### src/rtl/craft_tweakey_scheduler.sv
// CRAFT round-tweakey generator: captures key/tweak on start, then streams TK_r for every
// round in DATA_W-bit beats (MSB nibble first) together with the round index and round constant.
module craft_tweakey_scheduler #(
  parameter int unsigned DATA_W     = 4,
  parameter int unsigned NUM_ROUNDS = 32
) (
  input  logic              clk_i,
  input  logic              rst_i,
  input  logic              start_i,
  input  logic              dec_i,
  input  logic [127:0]      key_i,
  input  logic [63:0]       tweak_i,
  output logic [DATA_W-1:0] tk_data_o,
  output logic              tk_valid_o,
  input  logic              tk_ready_i,
  output logic              tk_first_o,
  output logic              tk_last_o,
  output logic [7:0]        tk_round_o,
  output logic [7:0]        rc_o,
  output logic              busy_o,
  output logic              done_o
);

  localparam int unsigned Beats     = 64 / DATA_W;
  localparam int unsigned BeatW     = (Beats > 1) ? $clog2(Beats) : 1;
  localparam logic [BeatW-1:0] LastBeat  = BeatW'(Beats - 1);
  localparam logic [7:0]       LastRound = 8'(NUM_ROUNDS - 1);
  // Nibble j of this constant is the source nibble index for Q(T)[j]
  localparam logic [63:0]      QPerm     = 64'hcaf5e892b374601d;
  // {a, b} = {4'h1, 3'h1}
  localparam logic [6:0]       LfsrInit  = 7'h09;

  localparam logic [1:0] StIdle   = 2'd0;
  localparam logic [1:0] StStream = 2'd1;
  localparam logic [1:0] StDone   = 2'd2;

  function automatic logic [6:0] lfsr_fwd(input logic [6:0] s);
    logic [3:0] a;
    logic [2:0] b;
    a = s[6:3];
    b = s[2:0];
    return {a[1] ^ a[0], a[3], a[2], a[1], b[1] ^ b[0], b[2], b[1]};
  endfunction

  function automatic logic [6:0] lfsr_inv(input logic [6:0] s);
    logic [3:0] a;
    logic [2:0] b;
    a = s[6:3];
    b = s[2:0];
    return {a[2], a[1], a[0], a[3] ^ a[0], b[1], b[0], b[2] ^ b[0]};
  endfunction

  function automatic logic [6:0] lfsr_fwd_n(input int unsigned n);
    logic [6:0] s;
    s = LfsrInit;
    for (int unsigned i = 0; i < n; i++) s = lfsr_fwd(s);
    return s;
  endfunction

  function automatic logic [63:0] q_perm(input logic [63:0] t);
    logic [63:0] res;
    logic [3:0]  src;
    res = '0;
    for (int j = 0; j < 16; j++) begin
      src = QPerm[63-4*j -: 4];
      res[63-4*j -: 4] = t[63-4*int'(src) -: 4];
    end
    return res;
  endfunction

  // Decryption starts from the last round's constant, folded at elaboration
  localparam logic [6:0] DecInit = lfsr_fwd_n(NUM_ROUNDS - 1);

  logic [1:0]       state_q, state_d;
  logic             dec_q, dec_d;
  logic [63:0]      k0_q, k0_d, k1_q, k1_d, t_q, t_d;
  logic [7:0]       round_q, round_d;
  logic [BeatW-1:0] beat_q, beat_d;
  logic [6:0]       lfsr_q, lfsr_d;
  logic             final_round;
  logic [63:0]      tk_cur;
  logic [6:0]       beat_shift;

  assign final_round = dec_q ? (round_q == 8'd0) : (round_q == LastRound);

  // TK_r from captured key/tweak; round bit 0 picks K0/K1, bit 1 picks T or Q(T)
  always_comb begin
    tk_cur = (round_q[0] ? k1_q : k0_q) ^ (round_q[1] ? q_perm(t_q) : t_q);
  end

  assign beat_shift = 7'(64 - DATA_W * (32'(beat_q) + 32'd1));

  // Next-state: capture on start in idle, advance beat/round on each handshake
  always_comb begin
    state_d = state_q;
    dec_d   = dec_q;
    k0_d    = k0_q;
    k1_d    = k1_q;
    t_d     = t_q;
    round_d = round_q;
    beat_d  = beat_q;
    lfsr_d  = lfsr_q;
    case (state_q)
      StIdle: begin
        if (start_i) begin
          state_d = StStream;
          dec_d   = dec_i;
          k0_d    = key_i[127:64];
          k1_d    = key_i[63:0];
          t_d     = tweak_i;
          beat_d  = '0;
          round_d = dec_i ? LastRound : 8'd0;
          lfsr_d  = dec_i ? DecInit : LfsrInit;
        end
      end
      StStream: begin
        if (tk_ready_i) begin
          if (beat_q != LastBeat) begin
            beat_d = beat_q + 1'b1;
          end else if (final_round) begin
            state_d = StDone;
          end else begin
            beat_d  = '0;
            round_d = dec_q ? round_q - 8'd1 : round_q + 8'd1;
            lfsr_d  = dec_q ? lfsr_inv(lfsr_q) : lfsr_fwd(lfsr_q);
          end
        end
      end
      StDone:  state_d = StIdle;
      default: state_d = StIdle;
    endcase
  end

  // State registers with asynchronous reset
  always_ff @(posedge clk_i or posedge rst_i) begin
    if (rst_i) begin
      state_q <= StIdle;
      dec_q   <= 1'b0;
      k0_q    <= '0;
      k1_q    <= '0;
      t_q     <= '0;
      round_q <= '0;
      beat_q  <= '0;
      lfsr_q  <= LfsrInit;
    end else begin
      state_q <= state_d;
      dec_q   <= dec_d;
      k0_q    <= k0_d;
      k1_q    <= k1_d;
      t_q     <= t_d;
      round_q <= round_d;
      beat_q  <= beat_d;
      lfsr_q  <= lfsr_d;
    end
  end

  // Outputs decoded from registered state only
  always_comb begin
    tk_valid_o = (state_q == StStream);
    tk_data_o  = '0;
    if (tk_valid_o) tk_data_o = DATA_W'(tk_cur >> beat_shift);
    tk_first_o = tk_valid_o && (beat_q == '0);
    tk_last_o  = tk_valid_o && (beat_q == LastBeat);
    tk_round_o = round_q;
    busy_o     = (state_q != StIdle);
    done_o     = (state_q == StDone);
    rc_o       = busy_o ? {lfsr_q[6:3], 1'b0, lfsr_q[2:0]} : 8'h00;
  end

endmodule

### config.mk
export PLATFORM = sky130hd
export DESIGN_NAME = craft_tweakey_scheduler
export DESIGN_NICKNAME = d
export VERILOG_FILES = /design/src/rtl/craft_tweakey_scheduler.sv
export SDC_FILE = /design/constraint.sdc
export NUM_CORES = 1
export LEC_CHECK = 0
export CAP_MARGIN = 5
export CORE_MARGIN = 2
export CORE_UTILIZATION = 32
export DETAILED_ROUTE_END_ITERATION = 16
export SETUP_SLACK_MARGIN = 0.2
export SYNTH_ARGS = -nofsm -noshare
export SYNTH_HDL_FRONTEND = slang
export SYNTH_SLANG_ARGS = --single-unit
### constraint.sdc
create_clock -name clk_i -period 6 [get_ports clk_i]
set_input_delay 0.6 -clock clk_i [delete_from_list [all_inputs] [get_ports clk_i]]
set_output_delay 0.6 -clock clk_i [all_outputs]
set_load 0.005 [all_outputs]
After elaboration in Yosys (flattened, before gate mapping)
Index checks and enable logic that the tools add are counted.
{"block": "classes", "bitwise_logic": 5, "n_shift": 1, "add_sub_neg": 5, "n_reduce_logical": 11, "n_mux": 29, "eq_ne": 11}
{"op": "$mux 64", "n": 2}
{"op": "$shr 64x7->4", "n": 1}
{"op": "$xor 64x64->64", "n": 1}
{"op": "$mux 8", "n": 6}
{"op": "$mux 7", "n": 6}
{"op": "$mux 4", "n": 5}
{"op": "$pmux 8 s2", "n": 1}
{"op": "$pmux 7 s2", "n": 1}
{"op": "$add 8x1->8 const B", "n": 1}
{"op": "$eq 8x5->1 const B", "n": 1}
{"op": "$logic_not 8->1", "n": 1}
{"op": "$mux 2", "n": 4}
{"op": "$pmux 4 s2", "n": 1}
{"op": "$reduce_and 4->1", "n": 2}
{"op": "$sub 8x1->8 const B", "n": 1}
{"op": "$sub 7x7->7 const A", "n": 1}
{"op": "$ne 2x2->1 const B", "n": 3}
{"op": "$add 4x1->5 const B", "n": 1}
{"op": "$mux 5", "n": 1}
{"op": "$reduce_and 5->1", "n": 1}
{"op": "$add 4x1->4 const B", "n": 1}
{"op": "$eq 4x4->1 const B", "n": 1}
{"op": "$logic_not 4->1", "n": 1}
{"op": "$ne 2x1->1 const B", "n": 2}
{"op": "other kinds (11)", "n": 16}
{"block": "word_totals", "regBits": 214, "in_bits": 197, "word_cells": 70}

Depth between registers and ports, before layout
{"block": "depth", "ltp_word": 6, "mapped_depth": 10, "depth_no_buf": 7}

Least setup slack after synthesis
OpenSTA, ideal clock, no wires.
{"block": "synth_timing", "path_type": "register -> output", "startpoint": "reg beat_q[0]", "endpoint": "out tk_data_o[2]", "t_arrival_ns": 2.290, "n_path_buf": 3, "path_stages_with_launch": 11, "slack_ns": 3.110, "cell_sequence": "dfrtp_1 -> clkbuf_1 -> inv_1 -> ha_1 -> clkbuf_1 -> nand4bb_1 -> o21a_1 -> o311ai_2 -> clkbuf_1 -> nand4b_1 -> nand4_1"}
{"block": "synth_via", "elab_chain_cells": 4}
{"item": "start: declaration", "line": "78", "source": "logic [BeatW-1:0] beat_q, beat_d;"}
{"item": "start signal: assignment", "line": "152", "source": "beat_q <= beat_d;"}
{"item": "$add 4x1->5", "line": "91", "source": "assign beat_shift = 7'(64 - DATA_W * (32'(beat_q) + 32'd1));"}
{"item": "$sub 7x7->7", "line": "91"}
{"item": "$shr 64x7->4", "line": "161", "source": "if (tk_valid_o) tk_data_o = DATA_W'(tk_cur >> beat_shift);"}
{"item": "$mux 4", "line": "161"}
{"item": "end: declaration", "line": "13", "source": "output logic [DATA_W-1:0] tk_data_o,"}
Every way passes these cells.

Worst setup path after layout
{"block": "layout_timing", "startpoint": "reg beat_q[0]", "endpoint": "out tk_data_o[0]"}
The elaborated chain is that of the path after synthesis.

==> results.toml <==
[sta]
tightest_slew_ns = 1.36
setup_viol = 0
hold_slack_ns = 0.446
period_share = 0.749
fin_tns_setup_ns = 0
fmaxAchievable_mhz = 223
hold_viol_final = 0
maxSlewViolCount = 0
clock_skew_ns = 0.00950
slew_headroom = 0.0897
fin_crit_ns = 4.49
rsz0062_at_grt = "no"

[critical_path]
critPathRequiredTime_ns = 5.40
cp-startpoint = "beat_q[0]"
end_kind = "primary output"
critical_path.n_buffers_inverters = 2
cp_max_fo = 16
worstSetupPathType = "flop to primary output"
r2r_start = "tk_round_o[1]"
critPathMaxStageDelay_ns = 0.84
cp_slowest_cell = "o311ai_2"
arrival_ns = 3.89
path_cells = "inv_1 -> ha_1 -> nand4bb_1 -> o21a_1 -> o311ai_2 -> nand4_1 -> nand4_1 -> clkdlybuf4s50_1"
start_kind = "flop"
cp_top_family = "compound AO/OA/AOI/OAI gates"
crit_path_frequent_cell = "nand4_1"

[floorplanning]
die_h_um = 191
die_w_um = 191
die_area_sq_mm = 0.0364
start_util = 0.324
core.rowCount = 68
ioPinCount = 222
design.core.area_sq_mm = 0.0345

[clock_tree]
cts_max_level = 1
cts_tree = "built"
cts-root-buf = "clkbuf_16"
cts_sinks = 214
cts-buffers-inserted = 24
clk_latency_ns = 0.52
postCtsResizedCells = 0
cts_hold_buf = 0
post_cts_buffers = 0
clockBufferDepth = 3
clk_pin_slew_ns = 0.06

[route]
drt-total-wl_um = 35300
ant_nets = 0
viasPerCell = 4.86
wl_per_cell_um = 18.3
vias = 9384
first_pass_iters = 5
first_iter_violations = 781
drc = 0

[finish]
insertedDiodeCount = 0
layout-drive-gt1-share = 0.0414
final_common_cell = "nand2_1"
areaGrowthSynthToFinish_pct = 30.6
fin_nets = 1664
final_cell_mix = "nand2_1, clkdlybuf4s50_1, dfrtp_1, mux2i_1, xnor2_1"

[synth]
ys_seq_elements = 214
synth_ff_type = "dfrtp_1"
yosys_warnings = 0
synth_fp_nets = 1484
synth_top_cell_area_share = 0.475
synth_cell_types = 54
syn_avg_cell_area_sq_um = 8.73
yosys-top-cells-area = "dfrtp_1, nand2_1, mux2i_1"
synth_area_leader_cell = "dfrtp_1"
async_flop_share = 1.00
synthCells = 1278
synthesis.area_sq_mm = 0.0112
seq_area_frac_synth = 0.480
synth_enable_flop_cells = 0

[power_and_ir_drop]
pwr-share-seq = 0.358
p_leak_nw = 6.88
p_comb_frac = 0.367
power_density_mw_per_mm2 = 387
p_sw_frac = 0.346
pwr-share-clk = 0.275
p_sw_mw = 1.95
irDropWorstVdd_uv = 202
internal_power_mw = 3.69

[worst_hold_path]
min_path_type = "primary input to asynchronous set/reset pin"

[global_route]
grt_max_degree = 145
grt_pass1_vias = 9263
grt_remaining_overflow = 0
grt_pass1_wl_um = 53900
antenna_found_initial = 0
grt.total_usage = 0.193

[outcome]
status = "finished, final reports clean"

[place]
dpl.hpwl_um = 26200
portBuffers = 220
routabilityCongestion = 0.886

[job]
max_cap_viol_count = 0
-- logic make-up after synthesis --
logic type | count (synthesis) | synth area share
DFF | 214 | 0.480
other | 1 | 0.000336
xor gates and xnor gates | 70 | 0.0549
muxes | 132 | 0.118
buffers and inverters | 86 | 0.0326
adders and majority gates | 9 | 0.0108
and+or+nand+nor | 681 | 0.246
AOI/OAI and AO/OA | 85 | 0.0565
-- per-layer routing --
layer | global-route usage | vias up | share of wire
met5 | 0 | - | 0
met4 | 0.0698 | 0 | 0.036
met3 | 0.0256 | 69 | 0.056
met2 | 0.301 | 305 | 0.45
met1 | 0.274 | 4475 | 0.46
li1 | - | 4535 | -
-- cell usage after synthesis, types with 3 or more instances --
cell,count
nand4_1,12
nor2_1,19
nand2b_1,3
nand4b_1,9
xnor2_1,70
dfrtp_1,212
o31ai_1,4
inv_1,11
o21ai_0,10
nand3_1,11
a22oi_1,32
and3_1,3
clkbuf_1,47
nor2b_1,13
o211ai_1,4
ha_1,8
nand2_1,591
o21a_1,3
a21oi_1,10
a211oi_1,3
nor3_1,10
buf_2,24
mux2i_1,131
-- stage by stage --
stage | std cells | worst slack [ns] | utilization | power, mW | area (sq um)
floorplan | 1278 | 2.62 | - | 3.33 | 11200
global placement | 1887 | 2.20 | 0.398 | 4.06 | 13700
detailed placement | 1887 | 2.07 | 0.398 | 4.10 | 13700
CTS | 1930 | 1.52 | 0.423 | 5.68 | 14600
global route | 1930 | 1.31 | 0.423 | 5.95 | 14600
finish | 1930 | 1.51 | 0.423 | 5.64 | 14600
-- power by group through the flow --
stage / Clock, mW / Sequential [mW] / Combinational (mW)
2_1_floorplan: 0 / 1.81 / 1.52
3_3_place_gp: 0 / 2.04 / 2.02
3_5_place_dp: 0 / 2.04 / 2.06
4_1_cts: 1.59 / 2.02 / 2.07
5_1_grt: 1.65 / 2.05 / 2.25
6_report: 1.55 / 2.02 / 2.07
-- worst register-to-register path: stages, from the launching register on --
cell and delay [ns]:
dfrtp_4 0.87, buf_4 0.58, nand4b_1 0.20, a2bb2oi_1 0.23, o21ai_0 1.04, a2111oi_0 0.28
a211oi_1 0.27
-- layout make-up --
| type | count | area (sq um) |
|---|---|---|
| Fill cell | 3408 | 19900 |
| Tap cell | 455 | 569 |
| Timing Repair Buffer | 229 | 2290 |
| Sequential cell | 214 | 5370 |
| Multi-Input combinational cell | 978 | 5460 |
| Inverter | 11 | 45.0 |
| Clock inverter | 4 | 70.1 |
| Clock buffer | 39 | 778 |
-- path summary, 6_finish.rpt --
kind / cells past startpoint / slack, ns / endpoint
setup reg to reg: 6 / 2.44 / lfsr_q[0]
setup / recovery: 8 / 1.51 / tk_data_o[0]
min in group clk_i: 2 / 0.47 / k1_q[9]
max in group asynchronous: 4 / 4.03 / t_q[34]
hold / removal: 2 / 0.45 / tk_round_o[6]
hold reg to reg: 2 / 0.47 / k1_q[9]
-- state kept, by name (all words and copies together) (netlist names) --
signal,cells
beat_q,4
k0_q,64
state_q,2
k1_q,64
lfsr_q,7
tk_round_o,8
dec_q,1
t_q,64
(Power assumes the default switching activity.)
